--- config.mk ---
export PLATFORM = sky130hd
export DESIGN_NAME = fpga2hps_mailbox
export DESIGN_NICKNAME = d
export VERILOG_FILES = /design/src/rtl/fpga2hps_mailbox_pkg.sv /design/src/rtl/mailbox_fifo.sv /design/src/rtl/fpga2hps_mailbox.sv
export SDC_FILE = /design/constraint.sdc
export NUM_CORES = 1
export LEC_CHECK = 0
export BUFFER_PORTS_ARGS = -buffer_cell sky130_fd_sc_hd__buf_2
export CAP_MARGIN = 20
export CORE_ASPECT_RATIO = 2
export CORE_MARGIN = 2
export CORE_UTILIZATION = 60
export CTS_BUF_LIST = sky130_fd_sc_hd__clkbuf_8
export DETAILED_ROUTE_END_ITERATION = 12
export PLACE_DENSITY_LB_ADDON = 0.2
export SLEW_MARGIN = 20
export SYNTH_ARGS = -nofsm -noshare
export SYNTH_HDL_FRONTEND = slang
export SYNTH_HIERARCHICAL = 1
export SYNTH_SLANG_ARGS = --single-unit
--- constraint.sdc ---
create_clock -name clk -period 4.55 [get_ports clk]
set_input_delay 0.91 -clock clk [delete_from_list [all_inputs] [get_ports clk]]
set_output_delay 0.91 -clock clk [all_outputs]
set_load 0.02 [all_outputs]
--- src/rtl/fpga2hps_mailbox_pkg.sv ---
// rtl/fpga2hps_mailbox_pkg.sv - shared widths, pio_out layout and FSM states for the mailbox
package fpga2hps_mailbox_pkg;

    localparam int TYPE_W  = 4;
    localparam int SEQ_W   = 3;
    localparam int DATA_W  = 24;
    localparam int FIFO_W  = TYPE_W + DATA_W;
    localparam int LEVEL_W = 5;

    localparam int PIO_STB     = 31;
    localparam int PIO_TYPE_HI = 30;
    localparam int PIO_TYPE_LO = 27;
    localparam int PIO_SEQ_HI  = 26;
    localparam int PIO_SEQ_LO  = 24;
    localparam int PIO_DATA_HI = 23;
    localparam int PIO_DATA_LO = 0;

    typedef enum logic [1:0] {
        IDLE    = 2'd0,
        SETUP   = 2'd1,
        VALID   = 2'd2,
        RELEASE = 2'd3
    } state_t;

endpackage

--- src/rtl/mailbox_fifo.sv ---
// rtl/mailbox_fifo.sv - synchronous message FIFO with occupancy count
module mailbox_fifo
    import fpga2hps_mailbox_pkg::*;
#(
    parameter int DEPTH = 4,
    parameter int WIDTH = FIFO_W
) (
    input  logic               clk,
    input  logic               reset,
    input  logic               i_push,
    input  logic [WIDTH-1:0]   i_wdata,
    input  logic               i_pop,
    output logic [WIDTH-1:0]   o_rdata,
    output logic               o_empty,
    output logic               o_full,
    output logic [LEVEL_W-1:0] o_level
);

    localparam int AW = $clog2(DEPTH);

    logic [WIDTH-1:0]   r_mem [DEPTH];
    logic [AW-1:0]      r_wr_ptr;
    logic [AW-1:0]      r_rd_ptr;
    logic [LEVEL_W-1:0] r_level;
    logic               w_do_push;
    logic               w_do_pop;

    assign o_full    = (r_level == LEVEL_W'(DEPTH));
    assign o_empty   = (r_level == '0);
    assign o_level   = r_level;
    assign o_rdata   = r_mem[r_rd_ptr];
    assign w_do_push = i_push && !o_full;
    assign w_do_pop  = i_pop && !o_empty;

    // Storage array; contents are don't-care until written, so it carries no reset
    always_ff @(posedge clk) begin
        if (w_do_push) begin
            r_mem[r_wr_ptr] <= i_wdata;
        end
    end

    // Pointers and occupancy; simultaneous push and pop leaves the level unchanged
    always_ff @(posedge clk or posedge reset) begin
        if (reset) begin
            r_wr_ptr <= '0;
            r_rd_ptr <= '0;
            r_level  <= '0;
        end else begin
            if (w_do_push) begin
                r_wr_ptr <= r_wr_ptr + AW'(1);
            end
            if (w_do_pop) begin
                r_rd_ptr <= r_rd_ptr + AW'(1);
            end
            if (w_do_push && !w_do_pop) begin
                r_level <= r_level + LEVEL_W'(1);
            end else if (w_do_pop && !w_do_push) begin
                r_level <= r_level - LEVEL_W'(1);
            end
        end
    end

endmodule

--- src/rtl/fpga2hps_mailbox.sv ---
// rtl/fpga2hps_mailbox.sv - buffered FPGA-to-HPS message mailbox with four-phase PIO handshake
module fpga2hps_mailbox
    import fpga2hps_mailbox_pkg::*;
#(
    parameter int          FIFO_DEPTH     = 4,
    parameter int unsigned TIMEOUT_CYCLES = 50000000
) (
    input  logic               clk,
    input  logic               reset,
    input  logic               msg_valid,
    output logic               msg_ready,
    input  logic [TYPE_W-1:0]  msg_type,
    input  logic [DATA_W-1:0]  msg_data,
    input  logic               hps_ack,
    input  logic               clear_err,
    output logic [31:0]        pio_out,
    output logic               busy,
    output logic               timeout_err,
    output logic [LEVEL_W-1:0] fifo_level
);

    localparam logic [31:0] CNT_LAST = TIMEOUT_CYCLES - 32'd1;

    state_t             r_state;
    state_t             w_state_nxt;
    logic [1:0]         r_ack_sync;
    logic               w_ack_s;
    logic [31:0]        r_pio;
    logic [SEQ_W-1:0]   r_seq;
    logic [31:0]        r_cnt;
    logic               r_to_fired;
    logic               r_err;

    logic               w_push;
    logic               w_empty;
    logic               w_full;
    logic [FIFO_W-1:0]  w_head;

    logic               w_pop;
    logic               w_load;
    logic               w_set_stb;
    logic               w_clr_stb;
    logic               w_seq_inc;
    logic               w_cnt_clr;
    logic               w_cnt_inc;
    logic               w_err_set;

    assign w_ack_s     = r_ack_sync[1];
    assign msg_ready   = !w_full;
    assign w_push      = msg_valid && msg_ready;
    assign pio_out     = r_pio;
    assign busy        = (r_state != IDLE);
    assign timeout_err = r_err;

    mailbox_fifo #(
        .DEPTH (FIFO_DEPTH),
        .WIDTH (FIFO_W)
    ) u_fifo (
        .clk     (clk),
        .reset   (reset),
        .i_push  (w_push),
        .i_wdata ({msg_type, msg_data}),
        .i_pop   (w_pop),
        .o_rdata (w_head),
        .o_empty (w_empty),
        .o_full  (w_full),
        .o_level (fifo_level)
    );

    // Two-flop synchronizer for the HPS acknowledge level
    always_ff @(posedge clk or posedge reset) begin
        if (reset) begin
            r_ack_sync <= '0;
        end else begin
            r_ack_sync <= {r_ack_sync[0], hps_ack};
        end
    end

    // Handshake FSM state register
    always_ff @(posedge clk or posedge reset) begin
        if (reset) begin
            r_state <= IDLE;
        end else begin
            r_state <= w_state_nxt;
        end
    end

    // Next-state and datapath strobes; a stale high ack holds IDLE off the FIFO
    always_comb begin
        w_state_nxt = r_state;
        w_pop       = 1'b0;
        w_load      = 1'b0;
        w_set_stb   = 1'b0;
        w_clr_stb   = 1'b0;
        w_seq_inc   = 1'b0;
        w_cnt_clr   = 1'b0;
        w_cnt_inc   = 1'b0;
        w_err_set   = 1'b0;
        case (r_state)
            IDLE: begin
                if (!w_empty && !w_ack_s) begin
                    w_pop       = 1'b1;
                    w_load      = 1'b1;
                    w_state_nxt = SETUP;
                end
            end
            SETUP: begin
                w_set_stb   = 1'b1;
                w_cnt_clr   = 1'b1;
                w_state_nxt = VALID;
            end
            VALID: begin
                if (r_cnt == CNT_LAST) begin
                    w_err_set = !r_to_fired;
                end else begin
                    w_cnt_inc = 1'b1;
                end
                if (w_ack_s) begin
                    w_clr_stb   = 1'b1;
                    w_seq_inc   = 1'b1;
                    w_state_nxt = RELEASE;
                end
            end
            RELEASE: begin
                if (!w_ack_s) begin
                    w_state_nxt = IDLE;
                end
            end
            default: begin
                w_state_nxt = IDLE;
            end
        endcase
    end

    // PIO word and sequence number; the payload field holds until the next pop
    always_ff @(posedge clk or posedge reset) begin
        if (reset) begin
            r_pio <= '0;
            r_seq <= '0;
        end else begin
            if (w_load) begin
                r_pio <= {1'b0, w_head[FIFO_W-1 -: TYPE_W], r_seq, w_head[DATA_W-1:0]};
            end else if (w_set_stb) begin
                r_pio[PIO_STB] <= 1'b1;
            end else if (w_clr_stb) begin
                r_pio[PIO_STB] <= 1'b0;
            end
            if (w_seq_inc) begin
                r_seq <= r_seq + SEQ_W'(1);
            end
        end
    end

    // Ack timeout counter; saturates at its last value and fires the error once per VALID visit
    always_ff @(posedge clk or posedge reset) begin
        if (reset) begin
            r_cnt      <= '0;
            r_to_fired <= 1'b0;
        end else begin
            if (w_cnt_clr) begin
                r_cnt      <= '0;
                r_to_fired <= 1'b0;
            end else begin
                if (w_cnt_inc) begin
                    r_cnt <= r_cnt + 32'd1;
                end
                if (w_err_set) begin
                    r_to_fired <= 1'b1;
                end
            end
        end
    end

    // Sticky timeout flag; a set in the same cycle as a clear wins
    always_ff @(posedge clk or posedge reset) begin
        if (reset) begin
            r_err <= 1'b0;
        end else if (w_err_set) begin
            r_err <= 1'b1;
        end else if (clear_err) begin
            r_err <= 1'b0;
        end
    end

endmodule

== Yosys cells after proc, flatten, opt, wreduce, memory -nomap -nowiden ==
Memories as Yosys holds them, arrays and structs flattened. A register that Yosys moved wholly into a read port is not among the register bits.
Cells that the tools add are included.

* Add/subtract/negate cells: 6
* Equality and inequality tests: 8
* Mux-type cells: 26
* Reduce and logical (&&, ||, !) cells: 21

{| class="wikitable"
|+ Operator list
! kind !! number
|-
| 2-to-1 mux 32 bit || 2
|-
| adder 32 x 1 -> 32 bit, second input constant || 1
|-
| == test 32 x 26 -> 1 bit, second input constant || 1
|-
| 2-to-1 mux 1 bit || 18
|-
| 2-to-1 mux 5 bit || 2
|-
| nonzero test 2 bit || 5
|-
| case mux 2 bit (4 select lines) || 1
|-
| logical AND 1 bit || 6
|-
| logical NOT 1 bit || 6
|-
| 2-to-1 mux 2 bit || 3
|-
| inequality test 2 bit, second input constant || 3
|-
| adder 5 x 1 -> 5 bit, second input constant || 1
|-
| == test 5 x 3 -> 1 bit, second input constant || 1
|-
| logical NOT 5 bit || 1
|-
| subtractor 5 x 1 -> 5 bit, second input constant || 1
|-
| adder 2 x 1 -> 2 bit, second input constant || 2
|-
| == test 2 bit, second input constant || 2
|-
| adder 3 x 1 -> 3 bit, second input constant || 1
|-
| AND reduction 3 bit || 1
|-
| nonzero test 3 bit || 1
|-
| == test 2 x 1 -> 1 bit, second input constant || 1
|-
| logical NOT 2 bit || 1
|}

* Register bits after elaboration: 82
* RAM bits: 112
* Bits of input ports: 33
* Output and inout bits: 40
* Logic and storage cells: 73
* Memories kept: 1

{| class="wikitable"
|+ Memory list
! name !! depth !! width !! rd ports !! clocked after Yosys merged registers in !! wr ports !! line !! source
|-
| u_fifo.r_mem || 4 || 28 || 1 || 1 || 1 || mailbox_fifo.sv:21 || <nowiki>logic [WIDTH-1:0] r_mem [DEPTH];</nowiki>
|}

== Longest topological paths before layout ==
* Depth in word-level cells: 9
* Depth in mapped cells: 13
* Gate-level depth less buffers: 12

== Modules after synthesis ==
The synthesis kept the hierarchy.

{| class="wikitable"
|+ Modules (own cells, without submodules)
! module !! instances !! cells each !! area each (um^2) !! sequential area each (um^2)
|-
| mailbox_fifo || 1 || 205 || 4638.2 || 3588.4
|-
| fpga2hps_mailbox || 1 || 310 || 3442.1 || 1826.8
|}

== Least setup slack after synthesis ==
No wires, ideal clock.

* Kind: register -> register
* Start point: register r_state[0]
* End point: register u_fifo.r_level[4], in the netlist u_fifo/o_level[4]
* Library setup time: 0.080 ns
* Arrival time: 2.834 ns
* Data required time: 4.470 ns
* Setup slack: 1.636 ns
* Cell stages (with the launch flop): 13
* Path buffers: 1
* Clock period less this slack: 2.914 ns
* Cell sequence: dfrtp_1 -> inv_1 -> ha_1 -> inv_1 -> nor3_1 -> buf_2 -> nand2_1 -> ha_1 -> fa_1 -> nand3b_1 -> and3_1 -> o21bai_1 -> xnor2_1

* Longest elaborated chain between the ends: 6
* Elaborated cells between the ends (all ways): 8
* Those cells by class: mux: 2; reduce/logical: 6

{| class="wikitable"
|+ Ends and longest elaborated chain
! what !! line !! source
|-
| from (decl) || fpga2hps_mailbox.sv:24 || <nowiki>state_t r_state;</nowiki>
|-
| from (signal assigned) || fpga2hps_mailbox.sv:84 || <nowiki>r_state <= w_state_nxt;</nowiki>
|-
| logical NOT 2 bit (*) || -- ||
|-
| 2-to-1 mux 1 bit (*) || -- ||
|-
| via w_load || fpga2hps_mailbox.sv:40 || <nowiki>logic w_load;</nowiki>
|-
| logical AND 1 bit (*) || mailbox_fifo.sv:33 || <nowiki>assign w_do_pop = i_pop && !o_empty;</nowiki>
|-
| logical NOT 1 bit || mailbox_fifo.sv:55 || <nowiki>if (w_do_push && !w_do_pop) begin</nowiki>
|-
| logical AND 1 bit || mailbox_fifo.sv:55 ||
|-
| 2-to-1 mux 5 bit or nonzero test 2 bit (tied branches) || -- ||
|-
| to (signal assigned) || mailbox_fifo.sv:56 || <nowiki>r_level <= r_level + LEVEL_W'(1);</nowiki>
|-
| to (signal assigned) || mailbox_fifo.sv:58 || <nowiki>r_level <= r_level - LEVEL_W'(1);</nowiki>
|-
| to (decl) || mailbox_fifo.sv:24 || <nowiki>logic [LEVEL_W-1:0] r_level;</nowiki>
|}

The timed path passes the listed nets; every way through them passes the cells marked *.
A chain may end at the register's enable or synchronous reset.

== Final worst setup path ==
* Start point: register u_fifo.r_level[1], in the netlist u_fifo/o_level[1]
* End point: register u_fifo.r_level[4], in the netlist u_fifo/o_level[4]

* Longest elaborated chain between the ends: 9
* Elaborated cells between the ends (all ways): 19
* Those cells by class: add/sub: 2; eq/ne: 1; mux: 4; reduce/logical: 12

{| class="wikitable"
|+ Ends and longest elaborated chain
! what !! line !! source
|-
| logical NOT 5 bit (*) || mailbox_fifo.sv:29 || <nowiki>assign o_empty = (r_level == '0);</nowiki>
|-
| via w_empty || fpga2hps_mailbox.sv:35 || <nowiki>logic w_empty;</nowiki>
|-
| logical NOT 1 bit (*) || mailbox_fifo.sv:33, fpga2hps_mailbox.sv:101 ||
|-
| logical AND 1 bit || fpga2hps_mailbox.sv:101 || <nowiki>if (!w_empty && !w_ack_s) begin</nowiki>
|-
| 2-to-1 mux 1 bit || fpga2hps_mailbox.sv:101 ||
|-
| 2-to-1 mux 1 bit || fpga2hps_mailbox.sv:99 || <nowiki>case (r_state)</nowiki>
|-
| logical AND 1 bit (*) || mailbox_fifo.sv:33 ||
|-
| logical NOT 1 bit || mailbox_fifo.sv:55 ||
|-
| logical AND 1 bit || mailbox_fifo.sv:55 ||
|-
| 2-to-1 mux 5 bit or nonzero test 2 bit (tied branches) || -- ||
|}

The timed path passes the listed nets; every way through them passes the cells marked *. The select of a mux whose other input is x is not followed.

==> flow_summary.yaml <==
outcome:
  outcome: "completed"
timing:
  setup-tns-final_ns: 0
  fin_hold_ws_ns: 0.366
  max_slew_margin_pct: 39.6
  rsz0062_at_grt: "no"
  finalHoldViolations: 0
  min_period_ns: 3.00
  finalSetupViolations: 0
  drv_slew: 0
  worst_pin_slew_ns: 0.906
  max_clock_freq_mhz: 333
  skew_ns: 0.0205
  period_share_pct: 65.9
routing:
  via_per_inst: 5.89
  wl_mm: 13.7
  dr_wl_met3_microns: 505
  via_count: 4486
  drc: 0
  first_pass_iters: 4
  routed.top_layer: "met4"
  first_iter_violations: 381
  wl_per_cell_microns: 18.0
  met1Wirelength_mm: 6.29
  dr_wl_met2_mm: 6.79
  postRouteAntennaNets: 0
synth:
  syn-cell-area_sq_um: 8080
  ys_types: 51
  avgSynthCellArea_sq_um: 15.7
  synth_top_area_cell: "edfxtp_1"
  syn_inst: 515
  yosysTopAreaCellShare_pct: 41.6
  yosysMostFrequentCell: "edfxtp_1"
  yosysSeqAreaShare_pct: 67.0
  synthTopCellsByArea: "edfxtp_1, dfrtp_1, mux4_2, mux2_2, ha_1"
  ys_ff_latch: 194
  ys_async_sr_fraction_pct: 42.3
  ys_warn_count: 6
  syn_nets: 564
  synth_edf_count: 112
  synth_common_cells: "edfxtp_1, dfrtp_1, mux2_2"
  ys.flop_type: "edfxtp_1"
power_and_ir_drop:
  p_switching_uw: 1900
  switching_share_pct: 34.4
  leakage_uw: 0.00355
  vdd_ir_drop_max_mv: 0.496
  p_int_uw: 3620
  combPwrFrac_pct: 30.7
  pwr-share-seq_pct: 47.2
  p_per_area_nw_per_um2: 609
  power.share.clock_pct: 22.1
setup_path:
  startpoint_type: "flip-flop"
  r2r_cells: 13
  r2r_setup_slack_ns: 1.55
  slowest_delay_ns: 0.43
  critical_path_arrival_ns: 3.35
  crit_path_max_fanout: 34
  r2r_start: "u_fifo/o_level[1]"
  crit_chain: "nor4_2, or2b_1, inv_1, nor3_2, buf_4, nand2_1, ha_1, inv_1, ha_1, a21oi_1, and3_1, o21bai_1, xnor2_1"
  slowest_stage: "dfrtp_1"
  cp-startpoint: "u_fifo/o_level[1]"
  cp.required_ns: 4.90
  path_class: "flip-flop to flip-flop"
  end_kind: "flip-flop"
  r2r-end: "u_fifo/o_level[4]"
floorplanning:
  coreArea_sq_um: 13300
  io_pins: 73
  die_area_sq_um: 14500
  die_h_microns: 168
  row_count: 60
  start_util_pct: 60.8
  die_x_microns: 86.1
clock_tree:
  cts.sinks: 194
  clkTransAtPathRegs_ns: 0.11
  post_cts_buffers: 0
  clock_latency_ns: 0.47
  clk_path_buf_depth: 2
  cts.repair.resized: 0
  cts-htree-levels: 4
  cts_buffers: 17
  cts_tree: "yes"
  hold_buffers: 0
  cts-root-buf: "clkbuf_8"
global_routing:
  grt_pass1_wl_mm: 23.1
  track_usage_pct: 20.9
  antenna_found_initial: 0
  grt.overflow.total: 0
  grt_max_degree: 50
  grt_pass1_vias: 4426
finish:
  multiInputGateArea_sq_um: 2490
  area.sequential_sq_um: 5420
  fillers: 907
  area_growth_pct: 12.2
  fin_nets: 642
  drive_above_1_share_pct: 31.4
  n_antenna_cell: 0
hold_path:
  worstHoldStart: "r_ack_sync[0]"
  hold_path.class: "flip-flop to flip-flop"
  worstHoldPathCells: 0
  hold-path-endpoint: "r_ack_sync[1]"
placement:
  gp_congestion: 0.825
  dpl.hpwl_mm: 8.76
  portBuffers: 72
run:
  max-cap-violations: 0
layer usage:
layer | global-route usage, % | vias up
li1 | - | 2106
met1 | 31.6 | 2266
met2 | 31.2 | 104
met3 | 4.36 | 10
met4 | 5.80 | 0
met5 | 0 | -
layout by cell type, fill, tap and decap left out, types with 2 or more instances in the layout:
master / n
edfxtp_1: 112
dfrtp_1: 81
buf_2: 72
mux2_2: 36
mux4_2: 28
nor2_1: 22
nand3_1: 18
a21oi_1: 18
inv_1: 18
nand2_1: 18
clkbuf_8: 17
ha_1: 15
nand4_1: 14
o21ai_0: 14
xnor2_1: 12
nor3_1: 9
or3_1: 8
xor2_1: 8
buf_4: 8
nor2b_1: 7
and2_1: 6
inv_8: 5
inv_12: 5
nor4_1: 4
and4_1: 4
and3_1: 4
o31ai_1: 4
clkinv_8: 4
or4_1: 3
o21bai_1: 2
nand2b_1: 2
mux2i_1: 2
and2_2: 2
nand3b_1: 2
registers in the layout, indices dropped and copies added, names as in the netlist, 2 cells and up:
signal,flops
r_state,2
pio_out,32
r_cnt,32
r_seq,3
u_fifo/o_level,5
u_fifo/r_mem,112
r_ack_sync,2
u_fifo/r_rd_ptr,2
u_fifo/r_wr_ptr,2
worst max-delay path, delay by kind of cell, from the launching register on:
kind,cells,cell delay (ns)
AOI/OAI and AO/OA,2,0.24
adders and majority gates,2,0.53
buffers and inverters,3,0.52
xor gates and xnor gates,1,0.12
DFF,1,0.43
and+or+nand+nor,5,1.04
cells by family after synthesis:
logic type                 after synthesis  synth area share [%]
DFF                                    194                  67.0
buffers and inverters                   40                  2.21
AOI/OAI and AO/OA                       44                  3.08
xor gates and xnor gates                20                  2.17
muxes                                   67                  13.3
adders and majority gates               16                  2.57
and+or+nand+nor                        134                  9.69
power groups by stage:
| stage | clock, uW | sequential (uW) | combinational [uW] |
|---|---|---|---|
| 3_3_place_gp | 0 | 2630 | 1680 |
| 3_5_place_dp | 0 | 2650 | 1710 |
| 6_report | 1220 | 2610 | 1690 |
| 5_1_grt | 1320 | 2670 | 1850 |
| 4_1_cts | 1250 | 2610 | 1720 |
| 2_1_floorplan | 0 | 2730 | 1130 |
layout make-up:
cell class	count	share of cell area (%)
clock buffers	17	2.58
clock inverters	15	2.57
inverters	19	0.801
multi-input cells	281	27.5
flip-flops and latches	194	59.8
well taps	155	2.14
repair buffers	80	4.64
through the flow:
step | utilization (%) | power [uW] | instance area, sq um | worst slack (ns) | std cells
after floorplan | - | 3860 | 8080 | 1.64 | 515
after global placement | 64.7 | 4310 | 8590 | 1.69 | 729
after detailed placement | 64.7 | 4370 | 8590 | 1.55 | 729
after CTS | 68.2 | 5590 | 9060 | 1.54 | 761
after global routing | 68.2 | 5850 | 9060 | 1.32 | 761
final | 68.2 | 5520 | 9060 | 1.55 | 761
worst max-delay path by stage:
stage                        end  slack (ns)
2_1_floorplan  u_fifo/o_level[4]        1.64
3_3_place_gp   u_fifo/o_level[4]        1.69
3_5_place_dp   u_fifo/o_level[4]        1.55
4_1_cts        u_fifo/o_level[4]        1.54
5_1_grt        u_fifo/o_level[4]        1.32
6_report       u_fifo/o_level[4]        1.55
Power figures use the tool's default switching activity.
